===== src/rtl/adder_accum_pkg.sv =====
// adder_accum shared types.
// State encoding for the batch accumulator.
package adder_accum_pkg;
  typedef enum logic {ACCUM, HOLD} state_t;
endpackage


===== src/rtl/adder_cout1.sv =====
// Unsigned WIDTH-bit adder with carry-out.
// Purely combinational; the accumulator owns all state.
module adder_cout1 #(
  parameter int WIDTH = 8
) (
  input  logic [WIDTH-1:0] i_a,
  input  logic [WIDTH-1:0] i_b,
  output logic [WIDTH-1:0] o_sum,
  output logic             o_cout
);
  assign {o_cout, o_sum} = {1'b0, i_a} + {1'b0, i_b};
endmodule


===== src/rtl/adder_accum.sv =====
// Streaming batch accumulator: sums COUNT operands,
// then holds sum/carry count until downstream takes it.
module adder_accum
  import adder_accum_pkg::*;
#(
  parameter int WIDTH = 8,
  parameter int COUNT = 4,
  localparam int CW = $clog2(COUNT)
) (
  input  logic             clk,
  input  logic             rst,
  input  logic             clear,
  input  logic             in_valid,
  output logic             in_ready,
  input  logic [WIDTH-1:0] in_data,
  output logic             out_valid,
  input  logic             out_ready,
  output logic [WIDTH-1:0] out_sum,
  output logic [CW-1:0]    out_carries,
  output logic             out_overflow
);
  localparam logic [CW-1:0] LAST = CW'(COUNT - 1);

  state_t           r_state;
  logic             r_in_ready;
  logic [CW-1:0]    r_cnt;
  logic [WIDTH-1:0] r_acc;
  logic [CW-1:0]    r_carries;

  state_t           w_state_nxt;
  logic [CW-1:0]    w_cnt_nxt;
  logic [WIDTH-1:0] w_acc_nxt;
  logic [CW-1:0]    w_carries_nxt;
  logic [WIDTH-1:0] w_sum;
  logic             w_cout;
  logic             w_beat;

  adder_cout1 #(.WIDTH(WIDTH)) u_add (
    .i_a    (r_acc),
    .i_b    (in_data),
    .o_sum  (w_sum),
    .o_cout (w_cout)
  );

  assign w_beat = in_valid && r_in_ready;

  always_comb begin
    w_state_nxt   = r_state;
    w_cnt_nxt     = r_cnt;
    w_acc_nxt     = r_acc;
    w_carries_nxt = r_carries;
    unique case (r_state)
      ACCUM: begin
        if (clear) begin
          w_cnt_nxt = '0;
        end else if (w_beat) begin
          if (r_cnt == '0) begin
            w_acc_nxt     = in_data;
            w_carries_nxt = '0;
            w_cnt_nxt     = CW'(1);
          end else begin
            w_acc_nxt     = w_sum;
            w_carries_nxt = r_carries + CW'(w_cout);
            if (r_cnt == LAST) begin
              w_cnt_nxt   = '0;
              w_state_nxt = HOLD;
            end else begin
              w_cnt_nxt = r_cnt + CW'(1);
            end
          end
        end
      end
      HOLD: begin
        if (out_ready) w_state_nxt = ACCUM;
      end
      default: w_state_nxt = ACCUM;
    endcase
  end

  // in_ready is its own flop so it stays low while rst is held.
  always_ff @(posedge clk or posedge rst) begin
    if (rst) begin
      r_state    <= ACCUM;
      r_in_ready <= 1'b0;
      r_cnt      <= '0;
      r_acc      <= '0;
      r_carries  <= '0;
    end else begin
      r_state    <= w_state_nxt;
      r_in_ready <= (w_state_nxt == ACCUM);
      r_cnt      <= w_cnt_nxt;
      r_acc      <= w_acc_nxt;
      r_carries  <= w_carries_nxt;
    end
  end

  assign in_ready     = r_in_ready;
  assign out_valid    = (r_state == HOLD);
  assign out_sum      = r_acc;
  assign out_carries  = r_carries;
  assign out_overflow = (r_carries != '0);
endmodule


===== config.mk =====
export PLATFORM = sky130hd
export DESIGN_NAME = adder_accum
export DESIGN_NICKNAME = d
export VERILOG_FILES = /design/src/rtl/adder_accum_pkg.sv /design/src/rtl/adder_cout1.sv /design/src/rtl/adder_accum.sv
export SDC_FILE = /design/constraint.sdc
export NUM_CORES = 1
export LEC_CHECK = 0
export CAP_MARGIN = 40
export CORE_MARGIN = 3
export CORE_UTILIZATION = 40
export DETAILED_ROUTE_END_ITERATION = 10
export PLACE_DENSITY = 0.71
export SYNTH_ARGS = -nofsm -noshare
export SYNTH_HDL_FRONTEND = slang
export SYNTH_SLANG_ARGS = --single-unit
export TNS_END_PERCENT = 20

===== constraint.sdc =====
create_clock -name clk -period 2.5 [get_ports clk]
set_input_delay 0.375 -clock clk [delete_from_list [all_inputs] [get_ports clk]]
set_output_delay 0.375 -clock clk [all_outputs]
set_load 0.005 [all_outputs]

==> qor.yml <==
synth_area_leader_cell: "dfrtp_1"
placed_cell_area_mm2: 0.001303
max_clock_freq_mhz: 429.0
synth.top_cells.by_count: "14 x dfrtp_1, 14 x nand2_1, 11 x ha_1, 10 x o21ai_0, 9 x inv_1"
fillers: 212
cts_buffers: 3
clock-sinks: 14
clkLatencyLatePin_ns: 0.29
cts-root-buf: "clkbuf_4"
report.final.hold_viol_count: 0
drt_iter0_drc: 14
pin_count: 26
register_area_um2: 350.3
path_clk_slew_ns: 0.10
internal_power_mw: 0.6264
rsz0062_at_grt: "false"
worst_pin_slew_ns: 0.6113
clkPwrFrac: 0.184
yosys_warnings: 0
synth-seq-area-share: 0.3478
synth-async-reset-ratio: 1.000
totalWireLength_um: 2271
fp.coreArea_mm2: 0.002297
ys_ff_latch: 14
area_growth_pct: 32.92
cp_top_family: "adder cells"
grt_usage: 0.1565
status: "finished, final reports clean"
p_per_area_mw_per_mm2: 716.7
arrival_ns: 2.49
place_ws_ns: -0.1391
synth_top_area_frac: 0.3478
netlist_area_mm2: 0.001007
post_drt_wl_per_cell_um: 13.13
p_leak_nw: 0.6358
comb_power_share: 0.486
ctsResizeCount: 0
synth_ff_type: "dfrtp_1"
cp_cell_sequence: "clkdlybuf4s50_1 -> ha_1 -> inv_1 -> fa_1 -> nor2b_4 -> o31a_2 -> o22ai_1 -> o21ai_0 -> ha_1 -> mux2i_1 -> o21ai_1"
worst-setup-path-type: "in2reg"
critical_path_buf_inv_count: 2
post-route-min-period_ns: 2.331
cp.required_ns: 2.66
slowest_stage: "clkdlybuf4s50_1"
drive_gt1_frac: 0.1103
yosysUniqueCellTypes: 29
synthCells: 114
synth.area.top_cells: "dfrtp_1 35%, ha_1 14%, nand2_1 5.2%"
place_congestion: 0.8225
min_period_over_period: 0.9325
hold_path.class: "in2async"
fin_util: 0.5828
timing.final.ws_setup_ns: 0.1688
hpwl_um: 1695
first_pass_iters: 4
p_sw_frac: 0.3472
multi_input_area_um2: 595.6
grt_pass1_wl_um: 4002
power.total_mw: 0.9595
slew_headroom: 0.5925
grt_pass1_vias: 944
cts_htree_levels: 1
cp-end-kind: "flip-flop"
n_antenna_cell: 0
die_y_um: 56.18
cp_slowest_stage_delay_ns: 0.48
die_w_um: 56.18
syn-num-nets: 139
seqPwrFrac: 0.330
fin_nets: 171
synth_edf_count: 0
port_buffers: 25
overflow: 0
vias_per_cell: 5.243
clk_path_buf_depth: 2
path_max_fanout: 2
dieArea_mm2: 0.003156
ant_nets: 0
cts_tree: "built"
drv_cap: 0
grt_max_degree: 20
antenna_found_initial: 0
synth_area_per_cell_um2: 8.835
finalClockSkew_ns: 0.002460
crit_top_cell: "ha_1"
setup_violations: 0
ir_drop_uv: 445.1
cts_setup_buffers: 0
maxSlewViolCount: 0
drc: 0
rows: 17
hold_buffers: 0
start_util: 0.4385
vias: 907
switchingPower_mw: 0.3331
final_area_mm2: 0.001339
crit_path_start_kind: "primary input"
==> worst paths after layout <==
| kind | from | to | slack, ns | depth (start not counted) |
|---|---|---|---|---|
| worst max register to register | out_sum[0]$_DFFE_PP0P_ | out_carries[1]$_DFFE_PP0P_ | 0.35 | 10 |
| max in group asynchronous | rst | out_carries[1]$_DFFE_PP0P_ | 1.70 | 2 |
| worst min-delay path | rst | out_sum[0]$_DFFE_PP0P_ | 0.42 | 2 |
| worst min register to register | r_cnt[0]$_DFFE_PP0P_ | r_cnt[0]$_DFFE_PP0P_ | 0.51 | 1 |
| worst max-delay path | in_data[0] | out_carries[1]$_DFFE_PP0P_ | 0.17 | 11 |
| min in group clk | r_cnt[0]$_DFFE_PP0P_ | r_cnt[0]$_DFFE_PP0P_ | 0.51 | 1 |
==> layer usage <==
layer / wire (um) / part of all wire / GRT usage / up-vias
li1: - / - / - / 466
met1: 1083 / 0.48 / 0.2031 / 418
met2: 1064 / 0.47 / 0.2554 / 19
met3: 97 / 0.043 / 0.03480 / 4
met4: 25 / 0.011 / 0.05085 / 0
met5: 0 / 0 / 0 / -
==> power by group through the flow <==
stage               clock network (mW)  registers (mW)  logic [mW]
floorplan                            0           0.319       0.262
global placement                     0           0.318       0.456
detailed placement                   0           0.322       0.467
CTS                              0.181           0.317       0.469
global route                     0.196           0.327       0.521
finish                           0.177           0.317       0.466
==> layout by cell type, fill, tap and decap left out, types with 4 or more instances in the layout <==
cell / instances
nor2_1: 7
clkdlybuf4s50_1: 25
inv_1: 9
o21ai_0: 10
nor3_1: 4
nand3_1: 6
buf_4: 5
mux2i_1: 4
dfrtp_1: 14
nand2_1: 14
ha_1: 11
a21oi_1: 6
==> flip-flops by register name, indices dropped and copies added, names as in the netlist <==
signal	cells
out_sum	8
out_carries	2
r_cnt	2
in_ready	1
out_valid	1
==> worst register-to-register path: stages, from the launching register on <==
cell	delay (ns)
dfrtp_1	0.38
ha_1	0.17
inv_1	0.05
fa_1	0.42
nor2b_4	0.14
o31a_2	0.14
o22ai_1	0.09
o21ai_0	0.18
ha_1	0.19
mux2i_1	0.19
o21ai_1	0.07
==> cell type report <==
cell class | instances | area share
clock buffer | 4 | 0.02710
inverter | 9 | 0.02523
multi-input combinational | 88 | 0.4449
sequential | 14 | 0.2617
tap | 28 | 0.02617
timing repair buffer | 30 | 0.2150
==> through the flow <==
step                      std cells  hold WS (ns)  setup TNS [ns]
after floorplan                 114        0.2642               0
after global placement          169        0.4966        -0.07327
after detailed placement        169        0.5044         -0.1628
after CTS                       173        0.4424               0
after global routing            173        0.4559               0
final                           173        0.4243               0
==> cell families (layout without fill, tap and decap cells) <==
family	count (synthesis)	count (layout)	synth area share
buf+inv	12	43	0.06086
fa+ha+maj	12	12	0.1565
mux	4	4	0.03975
compound gates	31	31	0.1926
flops	14	14	0.3478
simple gates	41	41	0.2025
Note: power is estimated with default switching activity, not from simulation.
